**src/rtl/pwm_pkg.sv**
```systemverilog
// pwm_pkg: shared channel function codes and default widths for the PWM core.
package pwm_pkg;
  typedef enum logic [1:0] {
    FN_LEFT  = 2'b00,
    FN_RIGHT = 2'b01,
    FN_RANGE = 2'b10,
    FN_RSVD  = 2'b11
  } pwm_fn_e;
  localparam int CNT_W_DEF   = 16;
  localparam int PRESC_W_DEF = 8;
endpackage

```
**src/rtl/pwm_channel.sv**
```systemverilog
// pwm_channel: active compare/function/polarity registers, compare logic and registered output.
module pwm_channel
  import pwm_pkg::*;
#(
  parameter int CNT_W = CNT_W_DEF
) (
  input  logic             clk,
  input  logic             rst_n,
  input  logic             load,
  input  logic             en,
  input  logic [CNT_W-1:0] cnt,
  input  logic [CNT_W-1:0] cmp1_s,
  input  logic [CNT_W-1:0] cmp2_s,
  input  logic [1:0]       func_s,
  input  logic             pol_s,
  output logic             pwm
);
  logic [CNT_W-1:0] cmp1, cmp2;
  pwm_fn_e          func;
  logic             pol, raw;
  always_comb
    raw = func == FN_LEFT  ? cnt < cmp1 :
          func == FN_RIGHT ? cnt >= cmp1 :
          func == FN_RANGE ? (cmp1 <= cnt) && (cnt < cmp2) : 1'b0;
  always_ff @(posedge clk or negedge rst_n)
    if (!rst_n) begin
      cmp1 <= '0;
      cmp2 <= '0;
      func <= FN_LEFT;
      pol  <= 1'b0;
      pwm  <= 1'b0;
    end else begin
      if (load) begin
        cmp1 <= cmp1_s;
        cmp2 <= cmp2_s;
        func <= pwm_fn_e'(func_s);
        pol  <= pol_s;
      end
      pwm <= en ? raw ^ pol : pol;
    end
endmodule

```
**src/rtl/pwm_multi_gen.sv**
```systemverilog
// pwm_multi_gen: prescaled up/down/center timebase with shadowed config feeding N_CH compare channels.
module pwm_multi_gen
  import pwm_pkg::*;
#(
  parameter int CNT_W   = CNT_W_DEF,
  parameter int N_CH    = 4,
  parameter int PRESC_W = PRESC_W_DEF
) (
  input  logic                  clk,
  input  logic                  rst_n,
  input  logic                  cnt_en,
  input  logic                  cnt_clr,
  input  logic                  up_notdown,
  input  logic                  center_mode,
  input  logic [CNT_W-1:0]      period,
  input  logic [PRESC_W-1:0]    prescale,
  input  logic [N_CH*CNT_W-1:0] ch_cmp1,
  input  logic [N_CH*CNT_W-1:0] ch_cmp2,
  input  logic [N_CH*2-1:0]     ch_func,
  input  logic [N_CH-1:0]       ch_pol,
  input  logic [N_CH-1:0]       ch_en,
  input  logic                  upd_req,
  output logic                  upd_pending,
  output logic                  period_evt,
  output logic [CNT_W-1:0]      count_val,
  output logic [N_CH-1:0]       pwm_out
);
  logic [PRESC_W-1:0] presc;
  logic [CNT_W-1:0]   cnt, act_p, p_use, nxt, clr_val;
  logic               dir_up, nxt_dir, tick, bnd, apply, down;
  assign count_val = cnt;
  always_comb begin
    down    = !center_mode && !up_notdown;
    tick    = cnt_en && presc >= prescale;
    bnd     = tick && (center_mode || down ? cnt == '0 : cnt >= act_p);
    apply   = (upd_pending && (bnd || !cnt_en || cnt_clr)) || (upd_req && bnd);
    // The new period takes effect for the count following the boundary it is applied on.
    p_use   = apply ? period : act_p;
    clr_val = down ? p_use : '0;
    nxt     = center_mode ? (p_use == '0 ? '0 :
                             dir_up ? (cnt >= p_use ? cnt - 1'b1 : cnt + 1'b1) :
                             (cnt == '0 ? CNT_W'(1) : cnt - 1'b1)) :
              down ? (cnt == '0 ? p_use : cnt - 1'b1) :
              (cnt >= act_p ? '0 : cnt + 1'b1);
    nxt_dir = !center_mode ? dir_up : nxt >= p_use ? 1'b0 : nxt == '0 ? 1'b1 : dir_up;
  end
  always_ff @(posedge clk or negedge rst_n)
    if (!rst_n) begin
      presc       <= '0;
      cnt         <= '0;
      dir_up      <= 1'b1;
      act_p       <= '0;
      upd_pending <= 1'b0;
      period_evt  <= 1'b0;
    end else begin
      period_evt  <= bnd && !cnt_clr;
      upd_pending <= apply ? 1'b0 : upd_pending | upd_req;
      if (apply) act_p <= period;
      if (cnt_clr) begin
        presc  <= '0;
        cnt    <= clr_val;
        dir_up <= 1'b1;
      end else if (cnt_en) begin
        presc <= tick ? '0 : presc + 1'b1;
        if (tick) begin
          cnt    <= nxt;
          dir_up <= nxt_dir;
        end
      end
    end
  for (genvar i = 0; i < N_CH; i++) begin : g_ch
    pwm_channel #(.CNT_W(CNT_W)) u_ch (
      .clk   (clk),
      .rst_n (rst_n),
      .load  (apply),
      .en    (ch_en[i]),
      .cnt   (cnt),
      .cmp1_s(ch_cmp1[i*CNT_W +: CNT_W]),
      .cmp2_s(ch_cmp2[i*CNT_W +: CNT_W]),
      .func_s(ch_func[i*2 +: 2]),
      .pol_s (ch_pol[i]),
      .pwm   (pwm_out[i])
    );
  end
endmodule
```
**config.mk**
```make
export PLATFORM = sky130hd
export DESIGN_NAME = pwm_multi_gen
export DESIGN_NICKNAME = d
export VERILOG_FILES = /design/src/rtl/pwm_pkg.sv /design/src/rtl/pwm_channel.sv /design/src/rtl/pwm_multi_gen.sv
export SDC_FILE = /design/constraint.sdc
export NUM_CORES = 1
export LEC_CHECK = 0
export CORE_ASPECT_RATIO = 2
export CORE_MARGIN = 2
export CORE_UTILIZATION = 23
export CTS_CLUSTER_SIZE = 28
export DETAILED_ROUTE_END_ITERATION = 8
export DONT_BUFFER_PORTS = 1
export MAX_ROUTING_LAYER = met4
export PLACE_DENSITY_LB_ADDON = 0.15
export RECOVER_POWER = 50
export SYNTH_ARGS = -nofsm -noshare
export SYNTH_HDL_FRONTEND = slang
export SYNTH_HIERARCHICAL = 1
export SYNTH_SLANG_ARGS = --single-unit
```
**constraint.sdc**
```tcl
create_clock -name clk -period 7.85 [get_ports clk]
set_clock_uncertainty 0.2 [all_clocks]
set_input_delay 0.3925 -clock clk [delete_from_list [all_inputs] [get_ports clk]]
set_output_delay 0.3925 -clock clk [all_outputs]
set_load 0.03 [all_outputs]
```
==> reports/summary.txt <==
Max incr delay on CP -> 0.54 ns
Startpoint Class -> flip-flop
H-Tree Depth -> 4
Distinct cell type count after synthesis -> 87
Post-synthesis adder-cell area fraction -> 0.1652
Slowest CP cell -> or4b_4
MaxCap Viol Count -> 3
Diode count -> 0
Hold Crit Class -> input port to flip-flop
Setup violators final -> 0
Bufs and invs on worst path -> 2
Async SR Flop Fraction -> 1.000
Status -> complete, but fails checks
Synth Area in XOR/XNOR -> 0.02172
CTS buffer count -> 17
Wire length of the first global-routing pass -> 87190 um
Most instantiated library cell after synthesis -> dfrtp_1
Leakage power -> 7.589 nW
Post-layout util -> 0.2953
DPL Wire Length -> 45330 um
Clock sinks -> 187
Die Ht -> 349.3 um
Fraction of the yosys area taken by sequential cells -> 0.3414
Clock Path Buffers -> 2
Drt drc -> 0
Routed Antenna Nets -> 0
Initial antenna violation count -> 1
Fmax -> 132.8 MHz
Max Slew Vio Count -> 80
Most frequent cells after synthesis -> dfrtp_1 (186), ha_1 (181), inv_1 (181), nand2_1 (134), o21ai_0 (103)
Synthesized instance count -> 1493
Worst-path maximum fanout -> 4
Post-synthesis mux area share -> 0.08342
Synth top area cells -> dfrtp_1 (34%), ha_1 (17%), mux2_2 (6.2%), inv_1 (5.0%), o21ai_0 (3.8%)
Yosys reg bits -> 187
Top cell type's share of synthesized area -> 0.3395
Synth Area in Compound Gates -> 0.1763
Clock power frac -> 0.173
Detailed Route WL -> 60590 um
Routed length per placed instance -> 24.38 um
Yosys top cell by area -> dfrtp_1
Layout overhead on the synthesized area -> 27.02%
Number of global-route vias before repair -> 13330
Largest family of logic cells by synthesized area -> compound AO/OA/AOI/OAI gates
DIE AREA -> 0.06169 sq mm
PwrDens -> 307.4 mW/mm^2
Most used cell, CP -> or4b_4
Core box area -> 0.05896 sq mm
Final Hold Vio Count -> 0
Nets -> 2060
Relative slew slack -> -1.212
GR Util All Layers -> 0.2052
Switch share -> 0.4388
Total congestion overflow -> 0
Share of post-route cells with drive strength above 1 -> 0.1573
Crit path time final -> 7.528 ns
Switching pwr -> 2.349 mW
Slew @ Worst Pin -> 3.318 ns
Syn Area/Cell -> 9.182 sq um
Detailed-route via count -> 12270
CTS root buf -> clkbuf_16
Synth Cell Area -> 0.01371 sq mm
DR vias/cell -> 4.938
Post-Synth Simple-Gate Area -> 0.1429
CP Capture Type -> flip-flop
Power Internal -> 3.004 mW
Period utilization -> 0.9590
Power Total -> 5.353 mW
DRT Pass-1 Iters -> 5
Setup CP Type -> flip-flop to flip-flop
WP data arrival -> 7.75 ns
Port bufs -> 0
Post-place setup slack -> 0.03284 ns
Crit path required time -> 8.07 ns
Fin Setup TNS -> 0 ns
Initial core utilization -> 0.2325
Post-route setup slack -> 0.3217 ns
Max rail drop VDD -> 169.8 uV
Critical path's top delay family -> simple AND/OR/NAND/NOR gates
Site Rows -> 126
Clock slew seen by the registers of the worst setup and hold paths -> 0.08 ns
Gp weighted congestion -> 0.9410
CTS tree -> built
Post-CTS Setup Inserts -> 0
Die Span X -> 176.6 um
Mapped Nets -> 1849
Ys flop type -> dfrtp_1
Clk_lat worst skew -> 0.48 ns
Post-synth EDFFs -> 0
# IOs -> 197
Ys Warns -> 6
Largest net degree at the start of global routing -> 188
Combinational power share -> 0.526
Initial DRC count -> 591
Flop pwr share -> 0.301
Failing checks -> capacitance limit, slew limit
-- placed cells by master (no fill, tap or decap), types with 30 or more instances in the layout --
master,synthesis,routed
ha_1,181,180
inv_1,181,179
dfrtp_1,186,172
dlygate4sd3_1,0,155
nand2_1,134,134
o21ai_0,103,98
buf_4,2,85
a21oi_1,89,84
mux2_2,75,75
nor2_1,71,71
nand4_1,30,30
nor3_1,31,30
-- routing by layer --
metal,global-route usage,vias to the layer above,routed length (um)
li1,-,5771,-
met1,0.2000,5893,21890
met2,0.3532,412,30650
met3,0.03177,196,2241
met4,0.1741,0,5802
met5,-,-,0
-- path summary, 6_finish.rpt --
check                                         to  slack (ns)        startpoint  depth (start not counted)
max in group asynchronous          count_val[13]        3.97             rst_n                          2
worst min register to register  g_ch[2].u_ch/pwm        0.27  g_ch[2].u_ch/pol                          1
worst max-delay path                      dir_up        0.32      count_val[1]                         28
worst min-delay path                    act_p[4]        0.04         period[4]                          3
min in group asynchronous               act_p[7]        1.37             rst_n                          2
worst max register to register            dir_up        0.32      count_val[1]                         28
-- cells by family after synthesis --
family | Yosys count
flops | 187
xor+xnor | 34
compound gates | 362
buf+inv | 242
mux | 103
simple gates | 384
fa+ha+maj | 181
-- tightest hold or removal path: cells and delay by family --
kind | cells | cell delay (ns)
multiplexers | 1 | 0.06
buffers and inverters | 2 | 0.25
-- power by group through the flow --
stage	logic [mW]	clock network (mW)	registers (mW)
2_1_floorplan	1.74	0	1.58
3_3_place_gp	2.65	0	1.64
3_5_place_dp	2.69	0	1.64
4_1_cts	2.80	0.976	1.62
5_1_grt	3.14	1.01	1.66
6_report	2.81	0.928	1.61
-- what timing repair did --
action / CTS / global route
resized for setup: 0 / 16
hold buffers: 157 / 0
endpoints found under the hold margin: 362 / 0
setup endpoints to repair: 0 / 1
-- flip-flops by register name, summed over array words and instances, names as in the netlist --
name,flops
g_ch.u_ch/func,8
dir_up,1
g_ch.u_ch/pwm,4
period_evt,1
presc,8
g_ch.u_ch/pol,4
g_ch.u_ch/cmp1,64
act_p,16
g_ch.u_ch/cmp2,64
upd_pending,1
count_val,16
-- stage by stage --
| stage | hold slack [ns] | std cells | area, sq um |
|---|---|---|---|
| after floorplan | -0.1031 | 1493 | 13770 |
| after global placement | -0.09025 | 2295 | 15170 |
| after detailed placement | -0.08153 | 2295 | 15170 |
| after CTS | 0.002680 | 2484 | 17370 |
| after global routing | 0.01434 | 2485 | 17410 |
| final | 0.04448 | 2485 | 17410 |
-- area by class of cell --
cell class,instances,area [sq um]
Fill cell,6250,41550
Multi-Input combinational cell,1064,8183
Sequential cell,187,4698
Timing Repair Buffer,250,2275
Tap cell,768,960.9
Inverter,184,698.2
Clock buffer,22,494.2
Clock inverter,10,103.9
No activity file was read; power rests on OpenSTA's default activity.
